$ cat src/rtl/route_cmd_control.sv
// Multi-stop route command controller: UART command decode, destination FIFO,
// barcode match tracking, motion enable and differential piezo drive.
module route_cmd_control #(
    parameter int ID_W     = 6,
    parameter int DEPTH    = 4,
    parameter int BUZZ_DIV = 12500
) (
    input  logic              clk,
    input  logic              rst_n,
    input  logic [ID_W+1:0]   cmd,
    input  logic              cmd_rdy,
    output logic              clr_cmd_rdy,
    input  logic [ID_W-1:0]   ID,
    input  logic              ID_vld,
    output logic              clr_ID_vld,
    input  logic              OK2Move,
    output logic              in_transit,
    output logic              go,
    output logic              buzz,
    output logic              buzz_n,
    output logic [ID_W-1:0]   dest,
    output logic [$clog2(DEPTH):0] q_cnt,
    output logic              arrived,
    output logic              ovf
);
    localparam int PW = $clog2(DEPTH);
    localparam int CW = PW + 1;
    localparam int DW = $clog2(BUZZ_DIV);

    localparam logic [1:0] OP_STOP   = 2'b00;
    localparam logic [1:0] OP_GO     = 2'b01;
    localparam logic [1:0] OP_APPEND = 2'b10;

    typedef enum logic {IDLE, MOVING} state_t;

    state_t            state_q, state_d;
    logic [ID_W-1:0]   mem_q [DEPTH];
    logic [PW-1:0]     rp_q, wp_q;
    logic [CW-1:0]     cnt_q;
    logic              clr_cmd_q, clr_id_q, arrived_q, ovf_q;
    logic              arrived_d, ovf_d;
    logic [DW-1:0]     div_q;
    logic              buzz_q;

    logic              acc_cmd, acc_id, match, flush, push, pop, empty, full, buzz_act;
    logic [1:0]        op;
    logic [ID_W-1:0]   new_id, head;

    assign acc_cmd = cmd_rdy & ~clr_cmd_q;
    assign acc_id  = ID_vld & ~clr_id_q;
    assign op      = cmd[ID_W+1:ID_W];
    assign new_id  = cmd[ID_W-1:0];
    assign head    = mem_q[rp_q];
    assign empty   = (cnt_q == '0);
    assign full    = (cnt_q == CW'(DEPTH));
    assign match   = acc_id & (state_q == MOVING) & ~empty & (ID == head);

    always_comb begin
        state_d   = state_q;
        flush     = 1'b0;
        push      = 1'b0;
        pop       = 1'b0;
        ovf_d     = 1'b0;
        arrived_d = 1'b0;
        if (acc_cmd && op == OP_STOP) begin
            flush   = 1'b1;
            state_d = IDLE;
        end else if (acc_cmd && op == OP_GO) begin
            flush   = 1'b1;
            push    = 1'b1;
            state_d = MOVING;
        end else begin
            pop = match;
            // A same-cycle pop frees the slot, so a full queue still takes the append.
            if (acc_cmd && op == OP_APPEND) begin
                if (full && !match) begin
                    ovf_d = 1'b1;
                end else begin
                    push    = 1'b1;
                    state_d = MOVING;
                end
            end
            if (match && cnt_q == CW'(1) && !push) begin
                state_d   = IDLE;
                arrived_d = 1'b1;
            end
        end
    end

    always_ff @(posedge clk or negedge rst_n) begin
        if (!rst_n) begin
            state_q   <= IDLE;
            rp_q      <= '0;
            wp_q      <= '0;
            cnt_q     <= '0;
            clr_cmd_q <= 1'b0;
            clr_id_q  <= 1'b0;
            arrived_q <= 1'b0;
            ovf_q     <= 1'b0;
            for (int i = 0; i < DEPTH; i++) mem_q[i] <= '0;
        end else begin
            state_q   <= state_d;
            clr_cmd_q <= acc_cmd;
            clr_id_q  <= acc_id;
            arrived_q <= arrived_d;
            ovf_q     <= ovf_d;
            if (flush) begin
                rp_q  <= '0;
                wp_q  <= PW'(push);
                cnt_q <= CW'(push);
                if (push) mem_q[0] <= new_id;
            end else begin
                if (push) begin
                    mem_q[wp_q] <= new_id;
                    wp_q        <= wp_q + PW'(1);
                end
                if (pop) rp_q <= rp_q + PW'(1);
                cnt_q <= cnt_q + CW'(push) - CW'(pop);
            end
        end
    end

    assign buzz_act = (state_q == MOVING) & ~OK2Move;

    // Divider and phase are held at zero whenever the buzzer is inactive.
    always_ff @(posedge clk or negedge rst_n) begin
        if (!rst_n) begin
            div_q  <= '0;
            buzz_q <= 1'b0;
        end else if (!buzz_act) begin
            div_q  <= '0;
            buzz_q <= 1'b0;
        end else if (div_q == DW'(BUZZ_DIV - 1)) begin
            div_q  <= '0;
            buzz_q <= ~buzz_q;
        end else begin
            div_q  <= div_q + DW'(1);
        end
    end

    assign in_transit  = (state_q == MOVING);
    assign go          = in_transit & OK2Move;
    assign buzz        = buzz_act & buzz_q;
    assign buzz_n      = buzz_act & ~buzz_q;
    assign dest        = empty ? '0 : head;
    assign q_cnt       = cnt_q;
    assign clr_cmd_rdy = clr_cmd_q;
    assign clr_ID_vld  = clr_id_q;
    assign arrived     = arrived_q;
    assign ovf         = ovf_q;
endmodule

$ cat config.mk
export PLATFORM = sky130hd
export DESIGN_NAME = route_cmd_control
export DESIGN_NICKNAME = d
export VERILOG_FILES = /design/src/rtl/route_cmd_control.sv
export SDC_FILE = /design/constraint.sdc
export NUM_CORES = 1
export LEC_CHECK = 0
export CORE_UTILIZATION = 54
export DETAILED_ROUTE_END_ITERATION = 12
export MAX_ROUTING_LAYER = met4
export PLACE_DENSITY = 0.79
export SYNTH_ARGS = -nofsm -noshare
export SYNTH_HDL_FRONTEND = slang
export SYNTH_SLANG_ARGS = --single-unit
$ cat constraint.sdc
create_clock -name clk -period 4.2 [get_ports clk]
set_input_delay 0.84 -clock clk [delete_from_list [all_inputs] [get_ports clk]]
set_output_delay 0.84 -clock clk [all_outputs]
set_load 0.02 [all_outputs]
== Word level (Yosys, flattened, before mapping) ==
Index checks and enable logic that the tools add are counted.

* RAM bits: 0
* Input bits: 19
* Output and inout bits: 17
* Bits in latches: 0
* Register bits: 51
* ROM bits: 0
* Memories: 0

* Magnitude comparators: 3
* Eq/ne operators: 8
* Reduce and logical (&&, ||, !) cells: 16
* Bitwise logic cells: 17
* Shift-type cells: 0
* Divide/modulo/power cells: 0
* Add/sub/neg operators: 5
* Multiply operators: 0
* Mux-type cells: 41

{| class="wikitable"
|+ Operator list
! kind !! number
|-
| 2-to-1 mux 6 bit || 6
|-
| 2-to-1 mux 14 bit || 2
|-
| bitwise mux 24 bit || 1
|-
| 2-to-1 mux 1 bit || 24
|-
| 2-to-1 mux 24 bit || 1
|-
| adder 14 x 1 -> 14 bit, second input constant || 1
|-
| == test 14 bit, second input constant || 1
|-
| binary-select mux 6 bit (select 2 bit) || 1
|-
| demux 6 bit (select 2 bit) || 1
|-
| bitwise AND 1 bit || 9
|-
| 2-to-1 mux 2 bit || 4
|-
| logical AND 1 bit || 7
|-
| == test 6 bit || 1
|-
| greater-or-equal comparator 3 bit, second input constant || 2
|-
| NOT 1 bit || 6
|-
| NOT 2 -> 3 bit || 2
|-
| adder 2 x 1 -> 2 bit, second input constant || 2
|-
| inequality test 4 x 3 -> 1 bit, second input constant || 1
|-
| AND reduction 2 bit || 2
|-
| nonzero test 2 bit || 2
|-
| nonzero test 4 bit || 1
|-
| adder 3 x 1 -> 3 bit || 1
|-
| == test 3 x 1 -> 1 bit, second input constant || 1
|-
| == test 3 bit, second input constant || 1
|-
| 9 further kinds || 10
|}

== Depth between registers and ports, before layout ==
Gate-level depths: netlist (run 1).

* Depth in word-level cells: 17
* Mapped depth: 17
* Gate-level depth less buffers: 14

== Worst setup path after synthesis (run 1) ==
Ideal clock, no wire load.

* Kind: reg2reg
* From: register rp_q[1]
* To: register cnt_q[2], in the netlist q_cnt[2]
* Data arrival time: 3.447 ns
* Stages on the path, launching flop included: 18
* Path slack: 0.618 ns
* Clock period less this slack: 3.582 ns
* Library setup time: 0.134 ns
* Data required time: 4.066 ns
* Cell sequence: dfrtp_1 clkbuf_1 mux4_2 xnor2_1 nand2_1 or4_1 buf_2 buf_6 a21o_1 and2_1 ha_1 inv_1 ha_1 inv_1 fa_1 xor2_1 xnor2_1 nor2_1

* Cells in the longest elaborated chain, start to end: 17
* Elaborated cells on any way between the ends: 19

{| class="wikitable"
|+ RTL lines
! item !! RTL line !! text
|-
| start, declared || 38 || <nowiki>logic [PW-1:0] rp_q, wp_q;</nowiki>
|-
| start signal, assigned || 117 || <nowiki>if (pop) rp_q <= rp_q + PW'(1);</nowiki>
|-
| NOT 2 -> 3 bit (not written as such) (*) || 53 || <nowiki>assign head = mem_q[rp_q];</nowiki>
|-
| binary-select mux 6 bit (select 2 bit) (*) || 53 ||
|-
| 2-to-1 mux 6 bit (not written as such) (*) (2 in series) || 53 ||
|-
| == test 6 bit (*) || 56 || <nowiki>assign match = acc_id & (state_q == MOVING) & ~empty & (ID == head);</nowiki>
|-
| bitwise AND 1 bit (*) || 56 ||
|-
| zero test 1 bit || 76 || <nowiki>if (full && !match) begin</nowiki>
|-
| logical AND 1 bit || 76 ||
|-
| 2-to-1 mux 1 bit || 76 ||
|-
| 2-to-1 mux 1 bit || 75 || <nowiki>if (acc_cmd && op == OP_APPEND) begin</nowiki>
|-
| 2-to-1 mux 1 bit || 68 || <nowiki>end else if (acc_cmd && op == OP_GO) begin</nowiki>
|-
| 2-to-1 mux 1 bit || 65 || <nowiki>if (acc_cmd && op == OP_STOP) begin</nowiki>
|-
| 2-to-1 mux 1 bit || 68 ||
|-
| 2-to-1 mux 1 bit || 65 ||
|-
| adder 3 x 1 -> 3 bit || 118 || <nowiki>cnt_q <= cnt_q + CW'(push) - CW'(pop);</nowiki>
|-
| subtractor 3 x 1 -> 3 bit (*) || 118 ||
|-
| 2-to-1 mux 3 bit (*) || 107 || <nowiki>if (flush) begin</nowiki>
|-
| end signal, assigned || 110 || <nowiki>cnt_q <= CW'(push);</nowiki>
|-
| end signal, assigned || 118 ||
|-
| end, declared || 39 || <nowiki>logic [CW-1:0] cnt_q;</nowiki>
|}

Every way passes the cells marked *; elsewhere a longest branch is shown, timed or not. The select of a mux whose other input is x is not followed.
A chain may end at the register's enable or synchronous reset.

== Final worst setup path (run 1) ==
* From: register rp_q[0]
* To: register cnt_q[2], in the netlist q_cnt[2]

The elaborated chain is that of the path after synthesis.

==> results.sh, run 1 <==
export IMPL_status="complete, but fails checks"
export IMPL_violations="DRC"
export IMPL_avgViaCountPerCell=5.55
export IMPL_layout_cells_non_filler=315
export IMPL_postLayoutCellArea_um2=3030
export IMPL_cts_tree="built"
export IMPL_grt_pass1_vias=1688
export IMPL_fin_crit_ns=3.68
export IMPL_maxCapViolations=0
export IMPL_place_area_um2=2950
export IMPL_drc_errors=4
export IMPL_synth_edf_count=0
export IMPL_path_cells="mux4_2, xnor2_1, nand2_1, or4_1, a21o_1, and2_1, ha_1, inv_1, ha_1, inv_1, fa_1, xor2_1, xnor2_1, nor2_1"
export IMPL_drtAntennaViolNets=0
export IMPL_synth_seq_area_share_pct=50.0
export IMPL_leakage_nw=1.31
export IMPL_drt_initial_drc_count=118
export IMPL_vias=1747
export IMPL_syn_area_um2=2550
export IMPL_antenna_found_initial=0
export IMPL_end_kind="flop"
export IMPL_start_util_pct=57.4
export IMPL_hold_buffers=0
export IMPL_die_area_um2=5010
export IMPL_synthFlopType="dfrtp_1"
export IMPL_clockBufferDepth=2
export IMPL_rows=24
export IMPL_avgSynthCellArea_um2=11.4
export IMPL_yosysMostFrequentCell="dfrtp_1"
export IMPL_rsz0062_at_grt="no"
export IMPL_n_antenna_cell=0
export IMPL_ys_ff_latch=51
export IMPL_cts_root_buf="clkbuf_8"
export IMPL_wl_per_cell_um=14.8
export IMPL_die_h_um=70.8
export IMPL_path_max_fanout=6
export IMPL_whs_ns=0.446
export IMPL_netlist_top_cells_count="dfrtp_1, nor2_1, mux2_2"
export IMPL_hold_viol_final=0
export IMPL_ioPinCount=36
export IMPL_maxSlewViolCount=0
export IMPL_die_width_um=70.8
export IMPL_ys_top_cells_by_area="dfrtp_1, mux2_2, xnor2_1"
export IMPL_yosysWarnings=0
export IMPL_numCtsBuffers=5
export IMPL_netlist_instances=223
export IMPL_clock_sinks=51
export IMPL_drive_above_1_share_pct=13.7
export IMPL_critical_path_top_delay_family="simple AND/OR/NAND/NOR gates"
export IMPL_dr_pass1_iters=9
export IMPL_overflow=0
export IMPL_worst_pin_slew_ns=0.809
export IMPL_slew_headroom_pct=46.0
export IMPL_post_cts_resized=0
export IMPL_dp_slack_ns=0.384
export IMPL_holdCritPathClass="flop to flop"
export IMPL_place_congestion=0.827
export IMPL_cp_start_kind="flop"
export IMPL_setup_tns_ns=0
export IMPL_area_growth_pct=18.9
export IMPL_p_per_area_nw_per_um2=500
export IMPL_ys_types=33
export IMPL_path_buf_inv=2
export IMPL_max_stage_delay_ns=0.60
export IMPL_fin_ws_ns=0.522
export IMPL_finClkSkew_ns=0.00788
export IMPL_critPathSlowestCell="mux4_2"
export IMPL_total_power_mw=1.52
export IMPL_grt_pass1_wl_mm=7.66
export IMPL_synth_area_leader_cell="dfrtp_1"
export IMPL_track_usage_pct=20.9
export IMPL_grt_max_degree=35
export IMPL_clk_latency_ns=0.30
export IMPL_dp_hpwl_mm=3.46
export IMPL_path_class="flop to flop"
export IMPL_final_util_pct=68.3
export IMPL_io_buffers=35
export IMPL_synth_nets=250
export IMPL_setup_viol=0
export IMPL_critical_path_required_ns=4.40
export IMPL_routed_wl_mm=4.67
export IMPL_async_flop_share_pct=100
export IMPL_fin_nets=289
export IMPL_fin_crit_sh_pct=87.6
export IMPL_max_vdd_ir_drop_mv=0.217
export IMPL_numPlacedInstances=307
export IMPL_synth_top_area_share_pct=50.0
export IMPL_htreeDepth=2
export IMPL_clk_pin_slew_ns=0.09
export IMPL_fmax_ghz=0.272
export IMPL_coreArea_um2=4440
export IMPL_post_cts_buffers=0
export IMPL_arrival_ns=3.88
## final timing paths
check	endpoint	slack [ns]	from	cells past startpoint
setup / recovery	q_cnt[2]$_DFF_PN0_	0.52	rp_q[0]$_DFFE_PN0P_	14
hold / removal	clr_ID_vld$_DFF_PN0_	0.45	clr_ID_vld$_DFF_PN0_	1
setup reg to reg	q_cnt[2]$_DFF_PN0_	0.52	rp_q[0]$_DFFE_PN0P_	14
hold reg to reg	clr_ID_vld$_DFF_PN0_	0.45	clr_ID_vld$_DFF_PN0_	1
max in group asynchronous	mem_q[14]$_DFFE_PN0P_	2.98	rst_n	2
min in group asynchronous	arrived$_DFF_PN0_	0.46	rst_n	1
## where the power goes
group	switching [mW]	internal, mW	leakage (nW)
clock	0.160	0.116	0.0402
sequential	0.0844	0.615	0.665
combinational	0.250	0.291	0.605
total	0.495	1.02	1.31
## cell usage in the layout (no fill, tap or decap)
| cell type | netlist | routed |
|---|---|---|
| xnor2_1 | 13 | 13 |
| nor4_1 | 2 | 2 |
| clkinvlp_4 | 0 | 2 |
| mux2_2 | 19 | 19 |
| mux2i_1 | 2 | 2 |
| clkinv_2 | 0 | 1 |
| mux4_2 | 5 | 5 |
| clkbuf_8 | 0 | 5 |
| a21oi_1 | 1 | 1 |
| buf_2 | 2 | 1 |
| or4_1 | 2 | 2 |
| ha_1 | 7 | 7 |
| nand2b_1 | 3 | 3 |
| nand3_1 | 12 | 12 |
| nand2_1 | 13 | 13 |
| buf_4 | 0 | 3 |
| and3_1 | 2 | 2 |
| clkdlybuf4s50_1 | 0 | 34 |
| o21ai_0 | 3 | 3 |
| or3_1 | 1 | 1 |
| nand4_1 | 2 | 2 |
| mux2_1 | 7 | 7 |
| dfrtp_1 | 51 | 51 |
| a21o_1 | 4 | 4 |
| nand3b_1 | 1 | 1 |
| a211o_1 | 1 | 1 |
| nor3_1 | 3 | 3 |
| fa_1 | 1 | 1 |
| o21ba_1 | 1 | 1 |
| xor2_1 | 9 | 9 |
| nor2b_1 | 6 | 6 |
| nor3b_1 | 2 | 2 |
| inv_1 | 10 | 10 |
| and2_1 | 2 | 2 |
| o221ai_1 | 2 | 2 |
| nor2_1 | 30 | 30 |
## logic make-up (layout without fill, tap and decap cells)
kind of cell    after synthesis  after routing  synth area share [%]
buf+inv                      16             56                  3.04
flops                        51             51                  50.0
compound gates               12             12                  3.38
simple gates                 81             81                  15.1
xor+xnor                     22             22                  7.55
mux                          33             33                  16.7
fa+ha+maj                     8              8                  4.22
## worst reg2reg max path, stage by stage, from the launching register on
cell and delay, ns:
dfrtp_1 0.58, mux4_2 0.60, xnor2_1 0.15, nand2_1 0.07
or4_1 0.54, a21o_1 0.21, and2_1 0.17, ha_1 0.29
inv_1 0.06, ha_1 0.13, inv_1 0.05, fa_1 0.38
xor2_1 0.17, xnor2_1 0.13, nor2_1 0.05
## area by class of cell
class                      instances  area [µm²]
clock buffer                       5        68.8
clock inverter                     3        20.0
fill                             357        1410
inverter                          10        37.5
multi-input combinational        156        1200
sequential                        51        1280
tap                               52        65.1
timing repair buffer              38         368
## state kept, by name (all words and copies together) (netlist names), 2 cells and up
signal,count
q_cnt,3
mem_q,24
wp_q,2
div_q,14
rp_q,2
## per-layer routing
metal | track usage (%) | vias to the layer above | routed length, µm
li1 | - | 837 | -
met1 | 26.2 | 870 | 2200
met2 | 32.7 | 33 | 2230
met3 | 4.27 | 7 | 142
met4 | 10.2 | 0 | 90
met5 | - | - | 0
Power figures use the tool's default switching activity.
==> run 2: changes to the inputs <==
--- a/config.mk
+++ b/config.mk
@@ -9,6 +9,7 @@
 export DETAILED_ROUTE_END_ITERATION = 12
 export MAX_ROUTING_LAYER = met4
 export PLACE_DENSITY = 0.79
+export SETUP_SLACK_MARGIN = 0.3
 export SYNTH_ARGS = -nofsm -noshare
 export SYNTH_HDL_FRONTEND = slang
 export SYNTH_SLANG_ARGS = --single-unit
==> results of run 2 <==
The final DEF is identical to that of run 1; final timing and power are the same.
